<file path="config.mk">
export PLATFORM = sky130hd
export DESIGN_NAME = debounced_switch_lut
export DESIGN_NICKNAME = d
export VERILOG_FILES = /design/src/rtl/debounced_switch_lut.sv
export SDC_FILE = /design/constraint.sdc
export NUM_CORES = 1
export LEC_CHECK = 0
export CORE_ASPECT_RATIO = 1.4
export CORE_UTILIZATION = 40
export CTS_CLUSTER_DIAMETER = 30
export CTS_CLUSTER_SIZE = 20
export DETAILED_ROUTE_END_ITERATION = 10
export GPL_TIMING_DRIVEN = 0
export SLEW_MARGIN = 20
export SYNTH_ARGS = -nofsm -noshare
export SYNTH_HDL_FRONTEND = slang
export SYNTH_SLANG_ARGS = --single-unit
</file>
<file path="constraint.sdc">
create_clock -name i_Clk -period 3.84 [get_ports i_Clk]
set_input_delay 0.576 -clock i_Clk [delete_from_list [all_inputs] [get_ports i_Clk]]
set_output_delay 0.576 -clock i_Clk [all_outputs]
set_load 0.02 [all_outputs]
</file>
<file path="src/rtl/debounced_switch_lut.sv">
// debounced_switch_lut: synchronises and debounces NUM_SW raw switch inputs, then looks up the
// stable switch vector in a truth table to drive NUM_LED registered LED outputs.
// o_Change pulses for one cycle whenever the LED register takes a new value.
//
// Optional feature macro: SWITCH_LUT_PROG_EN
//   undefined - table is the constant LUT_INIT; no programming ports.
//   defined   - table is a register array reset to LUT_INIT and written one row at a time
//               through i_Prog_Wr / i_Prog_Addr / i_Prog_Data.

module debounced_switch_lut #(
  parameter int unsigned NUM_SW         = 2,
  parameter int unsigned NUM_LED        = 1,
  parameter int unsigned DEBOUNCE_LIMIT = 250000,
  parameter logic [NUM_LED*(2**NUM_SW)-1:0] LUT_INIT = {NUM_LED{4'b1001}}
) (
  input  logic               i_Clk,
  input  logic               i_Rst_L,
  input  logic [NUM_SW-1:0]  i_Switch,
`ifdef SWITCH_LUT_PROG_EN
  input  logic               i_Prog_Wr,
  input  logic [NUM_SW-1:0]  i_Prog_Addr,
  input  logic [NUM_LED-1:0] i_Prog_Data,
`endif
  output logic [NUM_LED-1:0] o_LED,
  output logic               o_Change
);

  localparam int unsigned NumRows = 2 ** NUM_SW;
  localparam int unsigned CntW    = $clog2(DEBOUNCE_LIMIT + 1);
  // Last count value before a pending change is accepted; the counter never goes past it.
  localparam logic [CntW-1:0] CntMax = CntW'(DEBOUNCE_LIMIT - 1);

  // Synchroniser and debounce state, one lane per switch.
  logic [NUM_SW-1:0] sync1_q, sync2_q;
  logic [NUM_SW-1:0] deb_q, deb_d;
  logic [CntW-1:0]   cnt_q [NUM_SW];
  logic [CntW-1:0]   cnt_d [NUM_SW];

  // Output stage.
  logic [NUM_LED-1:0] led_q, led_d;
  logic               change_q, change_d;

  // Truth-table rows seen by the lookup.
  logic [NUM_LED-1:0] table_rows [NumRows];

  // Two-flop synchroniser for the raw asynchronous pins.
  always_ff @(posedge i_Clk or negedge i_Rst_L) begin
    if (!i_Rst_L) begin
      sync1_q <= '0;
      sync2_q <= '0;
    end else begin
      sync1_q <= i_Switch;
      sync2_q <= sync1_q;
    end
  end

  // Per-switch debounce: count while synced and debounced disagree, accept on the last count.
  always_comb begin
    deb_d = deb_q;
    for (int unsigned i = 0; i < NUM_SW; i++) begin
      cnt_d[i] = '0;
      if (sync2_q[i] != deb_q[i]) begin
        if (cnt_q[i] == CntMax) begin
          deb_d[i] = sync2_q[i];
        end else begin
          cnt_d[i] = cnt_q[i] + 1'b1;
        end
      end
    end
  end

  // Debounce state registers; a bounce back to equality clears the count via cnt_d.
  always_ff @(posedge i_Clk or negedge i_Rst_L) begin
    if (!i_Rst_L) begin
      deb_q <= '0;
      for (int unsigned i = 0; i < NUM_SW; i++) begin
        cnt_q[i] <= '0;
      end
    end else begin
      deb_q <= deb_d;
      for (int unsigned i = 0; i < NUM_SW; i++) begin
        cnt_q[i] <= cnt_d[i];
      end
    end
  end

`ifdef SWITCH_LUT_PROG_EN
  logic [NUM_LED-1:0] table_q [NumRows];

  // Programmable table: reloads LUT_INIT on reset, one row written per i_Prog_Wr cycle.
  always_ff @(posedge i_Clk or negedge i_Rst_L) begin
    if (!i_Rst_L) begin
      for (int unsigned r = 0; r < NumRows; r++) begin
        table_q[r] <= LUT_INIT[r*NUM_LED +: NUM_LED];
      end
    end else if (i_Prog_Wr) begin
      table_q[i_Prog_Addr] <= i_Prog_Data;
    end
  end

  // Lookup reads the registered table, so a write is visible to o_LED one cycle later.
  always_comb begin
    for (int unsigned r = 0; r < NumRows; r++) begin
      table_rows[r] = table_q[r];
    end
  end
`else
  // Constant table sliced from LUT_INIT; collapses to plain logic.
  always_comb begin
    for (int unsigned r = 0; r < NumRows; r++) begin
      table_rows[r] = LUT_INIT[r*NUM_LED +: NUM_LED];
    end
  end
`endif

  // Next LED value and change flag from the debounced vector.
  always_comb begin
    led_d    = table_rows[deb_q];
    change_d = (led_d != led_q);
  end

  // LED and change-pulse registers.
  always_ff @(posedge i_Clk or negedge i_Rst_L) begin
    if (!i_Rst_L) begin
      led_q    <= '0;
      change_q <= 1'b0;
    end else begin
      led_q    <= led_d;
      change_q <= change_d;
    end
  end

  assign o_LED    = led_q;
  assign o_Change = change_q;

endmodule

</file>
==> flow_summary_export.csv <==
group,metric,value,unit
floorplan,row_count,30,
sta,fin_tns_setup,0,ns
logic_synthesis,synthCells,199,
placement,placed_area,2230,um^2
worst_setup_path,worst_r2r_startpoint,"cnt_q[0]$_DFF_PN0_",
clock_tree,cts_tree,"yes",
clock_tree,cts_root_buffer,"clkbuf_8",
final_layout,drive_gt1_share,9.39,%
final_layout,final_core_util,47.3,%
routing,route.antenna.remaining_nets,0,
power_and_ir_drop,power.density,349,nW/um^2
sta,min_period,2.10,ns
sta,worst_slew_pin_slew,0.594,ns
final_layout,area_growth_syn_to_layout,11.8,%
sta,slew_headroom,60.2,%
sta,holdWs,0.229,ns
clock_tree,cts_buffer_depth,2,
logic_synthesis,ys_async_sr_fraction,100,%
logic_synthesis,ys_top_cells_by_count,"dfrtp_1 (44), nor2_1 (40), xnor2_1 (27), nand3_1 (13), nor4_1 (12)",
grt,grt_usage,16.5,%
placement,preCtsSetupSlack,1.71,ns
final_layout,final_cells,277,
sta,final.setup.worst_slack,1.74,ns
grt,grt_overflow_total,0,
power_and_ir_drop,p_leak,0.927,nW
routing,drc,0,
clock_tree,path_clk_slew,0.09,ns
sta,hold_viol_final,0,
final_layout,fillers,460,
worst_setup_path,slowest_stage,"o41ai_4",
worst_setup_path,cp.arrival,2.28,ns
outcome,status,"complete, no violations",
logic_synthesis,yosys.area.top_type_share,52.9,%
sta,grt_setup_unrepaired,"no",
worst_setup_path,path_buf_inv,1,
floorplan,dieArea,5500,um^2
worst_setup_path,r2r_cells,5,
logic_synthesis,synth-seq-cells,44,
clock_tree,clkSinkCount,44,
logic_synthesis,synth_edf_count,0,
floorplan,boundaryPins,6,
grt,grt_pass1_vias,1492,
logic_synthesis,synth_top_cell_by_area,"dfrtp_1",
power_and_ir_drop,ir_drop,245,uV
final_layout,antenna_cells,0,
clock_tree,insertion_delay,0.30,ns
final_layout,stdcell_area,2330,um^2
worst_setup_path,crit_required,4.02,ns
min_path,hold_class,"input port to async pin",
sta,finalClockSkew,0.0145,ns
floorplan,die_h,87.3,um
power_and_ir_drop,p_total,811,uW
clock_tree,cts.htree.levels,2,
routing,totalWireLength,3.83,mm
logic_synthesis,ys_types,25,
grt,grt_max_degree,25,
grt,antenna_found_initial,0,
worst_setup_path,crit_family,"compound AO/OA/AOI/OAI gates",
logic_synthesis,synth-seq-area-share,52.9,%
placement,place_congestion,0.761,
worst_setup_path,end_kind,"flop",
worst_setup_path,start_kind,"flop",
logic_synthesis,syn-num-nets,205,
logic_synthesis,post-synth-top-count-cell,"dfrtp_1",
floorplan,coreArea,4920,um^2
clock_tree,numCtsBuffers,5,
final_layout,final_nets,218,
worst_setup_path,crit_chain,"ha_1 > nand4_1 > o41ai_4 > buf_6 > nor2_1",
routing,via_count,1445,
routing,viasPerCell,5.22,
routing,first_iter_violations,43,
grt,grt_pass1_wl,6.84,mm
routing,first_pass_iters,4,
logic_synthesis,yosys_warnings,0,
clock_tree,post_cts_resized,0,
floorplan,die_w,63.0,um
floorplan,start_util,42.3,%
worst_setup_path,crit_type,"flop to flop",
sta,drv_slew,0,
placement,placedCellCount,269,
logic_synthesis,synth-main-ff-cell,"dfrtp_1",
worst_setup_path,crit_fanout,10,
sta,fmax,477,MHz
logic_synthesis,post_synth_instance_area,2080,um^2
placement,port-buffer-count,5,
worst_setup_path,r2r_end,"cnt_q[11]$_DFF_PN0_",
sta,finalSetupViolCount,0,
sta,fin_crit_sh,54.6,%
logic_synthesis,netlist_top_cells_area,"dfrtp_1 (53%), xnor2_1 (11%), nor2_1 (7.2%), nor4_1 (3.6%), nand3_1 (3.1%)",
run,drv_cap,0,
worst_setup_path,cp_slowest_stage_delay,0.73,ns
worst_setup_path,r2r_slack,1.74,ns
clock_tree,cts_hold_buffers,0,
clock_tree,cts_setup_buffers,0,
placement,hpwlAfterDp,2.76,mm
routing,wl_per_cell,13.8,um
logic_synthesis,syn_area_per_cell,10.5,um^2
[final cells by class]
cell class	count	area [um^2]	area share (%)
plain buffers	2	22.5	0.968
flip-flops and latches	44	1100	47.3
repair buffers	6	72.6	3.12
clock buffers	6	82.6	3.55
inverters	8	30.0	1.29
well taps	64	80.1	3.44
multi-input cells	145	927	39.9
clock inverters	2	10.0	0.430
[power breakdown]
group	internal, mW	leakage [nW]	switching [mW]
logic	0.0140	0.280	0.0211
registers	0.470	0.595	0.00603
clock network	0.144	0.0510	0.156
total	0.628	0.927	0.183
[layout by cell type, fill, tap and decap left out, types with 2 or more instances in the layout]
cell,count
a21oi_1,3
buf_6,2
clkbuf_8,6
clkdlybuf4s50_1,4
clkinv_2,2
dfrtp_1,44
ha_1,2
inv_1,8
mux2_2,2
nand2_1,8
nand3_1,13
nand4_1,10
nor2_1,40
nor3_1,6
nor4_1,12
o31ai_1,2
o41ai_4,2
or3_1,3
or4_1,2
xnor2_1,27
xor2_1,6
[worst register-to-register path, stage by stage (launching register included)]
cell,delay [ns]
dfrtp_1,0.40
ha_1,0.23
nand4_1,0.35
o41ai_4,0.74
buf_6,0.23
nor2_1,0.06
[worst max-delay path by stage]
| stage | startpoint | end | slack (ns) | depth (start not counted) |
|---|---|---|---|---|
| after detailed placement | cnt_q[0]$_DFF_PN0_ | cnt_q[13]$_DFF_PN0_ | 1.71 | 5 |
| after global placement | i_Rst_L | cnt_q[1]$_DFF_PN0_ | 1.02 | 1 |
| after CTS | cnt_q[0]$_DFF_PN0_ | cnt_q[13]$_DFF_PN0_ | 1.70 | 5 |
| after floorplan | cnt_q[10]$_DFF_PN0_ | cnt_q[10]$_DFF_PN0_ | 2.04 | 4 |
| final | cnt_q[0]$_DFF_PN0_ | cnt_q[11]$_DFF_PN0_ | 1.74 | 5 |
| after global routing | cnt_q[28]$_DFF_PN0_ | cnt_q[31]$_DFF_PN0_ | 1.52 | 5 |
[layer usage]
layer	share of wire, %	vias up	GRT usage (%)
li1	-	714	-
met1	42	703	17.5
met2	53	18	28.9
met3	2.4	10	4.06
met4	2.9	0	10.6
met5	0	-	0
[logic make-up after synthesis]
logic type | share of synthesized area, %
buffers and inverters | 2.53
flip-flops | 52.9
multiplexers | 1.08
AND/OR/NAND/NOR | 24.1
adder cells (fa/ha/maj) | 1.20
XOR/XNOR | 13.9
AO/OA/AOI/OAI | 4.33
[sequential cells by signal, summed over array words and instances (netlist names)]
| name | flops |
|---|---|
| cnt_q | 36 |
| deb_q | 2 |
| o_Change | 1 |
| o_LED | 1 |
| sync1_q | 2 |
| sync2_q | 2 |
Power figures use the tool's default switching activity.
